<file path="config.mk">
export PLATFORM = sky130hd
export DESIGN_NAME = split4
export DESIGN_NICKNAME = d
export VERILOG_FILES = /design/src/rtl/split4.sv
export SDC_FILE = /design/constraint.sdc
export NUM_CORES = 1
export LEC_CHECK = 0
export ABC_AREA = 0
export BUFFER_PORTS_ARGS = -buffer_cell sky130_fd_sc_hd__buf_2
export CAP_MARGIN = 40
export CORE_MARGIN = 10
export CORE_UTILIZATION = 40
export CTS_BUF_LIST = sky130_fd_sc_hd__clkbuf_4 sky130_fd_sc_hd__clkbuf_8
export CTS_CLUSTER_SIZE = 8
export DETAILED_ROUTE_END_ITERATION = 16
export MAX_ROUTING_LAYER = met4
export SYNTH_ARGS = -nofsm -noshare
export SYNTH_HDL_FRONTEND = slang
export SYNTH_SLANG_ARGS = --single-unit
export TNS_END_PERCENT = 10
</file>
<file path="constraint.sdc">
create_clock -name clk -period 3.2 [get_ports clk]
set_input_delay 0.48 -clock clk [delete_from_list [all_inputs] [get_ports clk]]
set_output_delay 0.48 -clock clk [all_outputs]
set_load 0.03 [all_outputs]
</file>
<file path="src/rtl/split4.sv">
// split4: serialises each accepted 32-bit word into byte beats, LSB first, with an optional checksum beat (SPLIT4_CHECKSUM_EN)
module split4 (
  input  logic        clk,
  input  logic        rst_n,
  input  logic [31:0] data_in,
  input  logic        valid_a,
  output logic        ready_a,
  output logic        valid_b,
  input  logic        ready_b,
  output logic [7:0]  data_out,
  output logic        last_b
);
`ifdef SPLIT4_CHECKSUM_EN
  localparam int IW = 3;
  localparam logic [IW-1:0] LAST_IDX = 3'd4;
`else
  localparam int IW = 2;
  localparam logic [IW-1:0] LAST_IDX = 2'd3;
`endif
  typedef enum logic {IDLE, SEND} state_t;
  state_t state, state_nxt;
  logic [31:0] word;
  logic [IW-1:0] idx;
  logic [7:0] beat;
  logic up_xfer, dn_xfer;
  assign up_xfer = valid_a && ready_a;
  assign dn_xfer = valid_b && ready_b;
  assign beat = word[{idx[1:0], 3'b000} +: 8];
`ifdef SPLIT4_CHECKSUM_EN
  logic [7:0] sum;
  assign sum = word[7:0] + word[15:8] + word[23:16] + word[31:24];
`endif
  // state register
  always_ff @(posedge clk) begin
    if (!rst_n) state <= IDLE;
    else state <= state_nxt;
  end
  // a new word keeps us in SEND even when the last beat leaves on the same edge
  always_comb begin
    state_nxt = up_xfer ? SEND : (dn_xfer && last_b) ? IDLE : state;
  end
  // handshake and beat outputs; ready_a looks through to ready_b on the final beat
  always_comb begin
    valid_b = state == SEND;
    last_b = valid_b && idx == LAST_IDX;
    ready_a = rst_n && (state == IDLE || (ready_b && last_b));
`ifdef SPLIT4_CHECKSUM_EN
    data_out = !valid_b ? 8'h00 : idx == LAST_IDX ? sum : beat;
`else
    data_out = valid_b ? beat : 8'h00;
`endif
  end
  // held word and beat index
  always_ff @(posedge clk) begin
    if (!rst_n) begin
      word <= '0;
      idx <= '0;
    end else if (up_xfer) begin
      word <= data_in;
      idx <= '0;
    end else if (dn_xfer) begin
      idx <= last_b ? '0 : idx + 1'b1;
    end
  end
endmodule

</file>
# Yosys cells after proc, flatten, opt, wreduce, memory -nomap -nowiden
# Cells that the tools add are included.
# word_totals
elab_cells,21
reg_bits,35
out_inout_bits,11
# classes
n_addsub,1
eq_ne,1
n_reduce_logical,9
muxes,4
shift,1
bitwise_logic,2
# op_table
operator,count
indexed part select 32 x 6 -> 8 bit,1
two-way mux 8 bit,1
logical AND 1 bit,6
"adder 2 x 1 -> 2 bit, second input constant",1
"equality test 2 bit, second input constant",1
two-way mux 1 bit,2
two-way mux 2 bit,1
NOT 1 bit,2
nonzero test 2 bit,1
OR reduction 2 bit,1
logical OR 1 bit,1

# Logic depth before layout (Yosys ltp)
# depth
ltp_word,7
mapped_depth,5
depth_no_buf,4

# Worst setup path before layout
# Ideal clock, no wire load.
# synth_timing
path_kind,input -> output
startpoint,in rst_n
endpoint,out ready_a
t_arrival_ns,1.370
required_ns,2.720
setup_slack_ns,1.350
stages,3
cell_sequence,buf_4 > clkbuf_1 > nor2b_1
# synth_via
elab_chain_len,1
# synth_lines
item,line_no,rtl
from (decl),4,"input logic rst_n,"
logical AND 1 bit,46,ready_a = rst_n && (state == IDLE || (ready_b && last_b));
to (decl),7,"output logic ready_a,"
# No other way between the ends.

# Worst setup path after layout
# layout_timing
startpoint,reg idx[1]
endpoint,out data_out[7]
# layout_via
elab_chain_len,2
# layout_lines
item,line_no,rtl
from (decl),23,logic [IW-1:0] idx;
from (signal assigned),62,idx <= last_b ? '0 : idx + 1'b1;
indexed part select 32 x 6 -> 8 bit,28,"assign beat = word[{idx[1:0], 3'b000} +: 8];"
two-way mux 8 bit,50,data_out = valid_b ? beat : 8'h00;
to (decl),10,"output logic [7:0] data_out,"
# No other way between the ends.

==> flow_summary.toml <==
[outcome]
status = "completed"

[synth]
synth.top_cell.area_share_pct = 41.4
syn_area_um2 = 1690
ys_top_cells_by_area = "dfxtp_1 41%, mux2i_1 20%, mux4_2 9.3%"
ys_warn_count = 0
post_synth_num_cell_types = 21
synth.net_count = 210
syn-instance-count = 173
number_of_synthesized_register_bits = 35
cell_type_contributing_the_most_total_cell_area_after_synthesis = "dfxtp_1"
synth.yosys.seq_area_share_pct = 41.4
synth.avg_cell_area_um2 = 9.78

[floorplanning]
die_width_um = 85.0
core-area_um2 = 4060
die_h_um = 85.0
row_count = 23
die-area_um2 = 7230
initial_core_util_pct = 41.7
boundaryPins = 47

[timing]
setup_viol_count_final = 0
fin_setup_tns_ns = 0
max-slew-margin-rel_pct = 59.7
rsz0062_at_grt = "false"
worst_slack_ns = 0.835
post-route-min-period_ns = 2.36
max_freq_ghz = 0.423
slew_viol_final = 0
tightestPinTransition_ns = 0.605
final_hold_violation_count = 0
period_share_pct = 73.9
finClkSkew_ns = 0.00590
final.hold.worst_slack_ns = 0.423

[clocking]
clkTransAtPathRegs_ns = 0.08
htreeDepth = 2
tritoncts = "yes"
cts_hold_buffers = 0
cts.root.buffer_cell = "clkbuf_8"
cts_resized = 0
clkLatencyLatePin_ns = 0.29
cts_setup_buffers = 0
cts_made_buffers = 5
cts.sink_count = 35
max-clock-path-buffers = 2

[global_route]
grt_first_pass_wirelength_um = 5820
maximum_number_of_pins_on_one_net_before_global_route_repair = 38
grt_util_all_layers_pct = 9.97
antenna_found_initial = 0
number_of_global_route_vias_before_repair = 1271
overflow_left_after_global_routing = 0

[placed_design]
pre_cts_slack_ns = 1.06
place_congestion = 0.694
dp_hpwl_um = 2520
placement.io_buffers = 46

[setup_path]
worst_ep_arrival_time_ns = 1.88
worst-endpoint-required_ns = 2.72
path_cells = "mux4_2, and2_1, buf_2"
setup.reg_to_reg.worst_slack_ns = 1.18
cp-start-kind = "register"
cpPeakStageDelay_ns = 0.68
critical-path-slowest-cell = "dfxtp_1"
timing.critical_path.to_type = "primary output"
critPathKind = "register to primary output"
crit_fanout = 10

[run]
drv.max_cap_violation_count = 0

[hold_path]
hold_path.class = "input pin to register"

[power]
p_int_mw = 0.761
power_switching_mw = 0.242
clockPowerShare_pct = 39.2
max-vdd-ir-drop_mv = 0.303
combinational_cell_fraction_of_total_power_pct = 12.1
power.density_cell_area_nw_per_um2 = 494
power_leakage_nw = 0.987
power_switching_share_pct = 24.1
seq_power_share_pct = 48.6

[finish]
antenna_cells = 0
most-common-layout-cells = "46 x buf_2, 35 x nand2_1, 35 x dfxtp_1, 33 x mux2i_1, 32 x inv_1"
drive_gt1_share_pct = 29.8
fillers = 405
area_growth_syn_to_layout_pct = 20.1
seqCellArea_um2 = 701
multiInputGateArea_um2 = 798
finish.net_count = 254
layout_commonest_cell = "buf_2"

[drt]
detail_route.first_pass.iterations = 3
dr_total_vias = 1202
residual_antenna_violating_net_count_after_detailed_routing = 0
wirelength_um = 3400
post_drt_via_cell_ratio = 4.49
drt_drc_violations_left = 0
detailedRoute.firstIterationViolations = 41
drt-wirelength-per-cell_um = 12.7
==> stage by stage <==
step	utilization [%]	cells	power, mW	cell area (µm²)
floorplan	-	173	0.583	1690
global route	50.1	268	1.06	2030
finish	50.1	268	1.00	2030
global placement	47.3	260	0.622	1920
CTS	50.1	268	1.02	2030
detailed placement	47.3	260	0.623	1920
==> per-layer routing <==
metal / GRT usage (%) / part of all wire, % / up-vias
met5: - / 0 / -
met4: 4.04 / 1.7 / 0
met3: 4.02 / 5.9 / 7
met2: 15.9 / 48 / 26
met1: 10.8 / 45 / 536
li1: - / - / 633
==> state kept, by name (all words and copies together) (netlist names) <==
| name | count |
|---|---|
| valid_b | 1 |
| idx | 2 |
| word | 32 |
==> final cells by class <==
class / instances / share of cell area, %
inverters: 32 / 5.91
well taps: 50 / 3.08
clock buffers: 5 / 3.39
clock inverters: 3 / 2.16
repair buffers: 47 / 11.7
flip-flops and latches: 35 / 34.5
multi-input cells: 96 / 39.3
==> critical path, delay by kind of cell, from the launching register on <==
kind,cells,cell delay (ns)
mux,1,0.58
simple gates,1,0.17
buf+inv,1,0.17
flops,1,0.68
==> final timing paths <==
path / end / startpoint / cells past startpoint
max: data_out[7] / idx[1] / 3
min reg2reg: word[23] / word[23] / 2
min: word[22] / data_in[22] / 3
max reg2reg: word[4] / idx[1] / 5
==> kinds of logic after synthesis <==
group	count (synthesis)	synth area share, %
AOI/OAI and AO/OA	4	2.22
adders and majority gates	1	0.740
buffers and inverters	42	11.4
DFF	35	41.4
muxes	41	30.4
and+or+nand+nor	50	13.8
==> cells in the mapped netlist, drive strengths merged <==
| cell type | n |
|---|---|
| nor3b | 1 |
| inv | 32 |
| clkbuf | 4 |
| o21a | 1 |
| nand2b | 1 |
| a21boi | 1 |
| mux2i | 33 |
| dfxtp | 35 |
| o21ai | 1 |
| a31oi | 1 |
| nor2b | 2 |
| buf | 6 |
| nor2 | 2 |
| and2 | 9 |
| mux4 | 8 |
| ha | 1 |
| nand2 | 35 |
==> power groups by stage <==
stage | logic [mW] | clock network, mW | registers (mW)
2_1_floorplan | 0.0940 | 0 | 0.489
3_3_place_gp | 0.123 | 0 | 0.498
3_5_place_dp | 0.125 | 0 | 0.498
4_1_cts | 0.125 | 0.409 | 0.489
5_1_grt | 0.136 | 0.427 | 0.492
6_report | 0.122 | 0.394 | 0.488
Power figures use the tool's default switching activity.
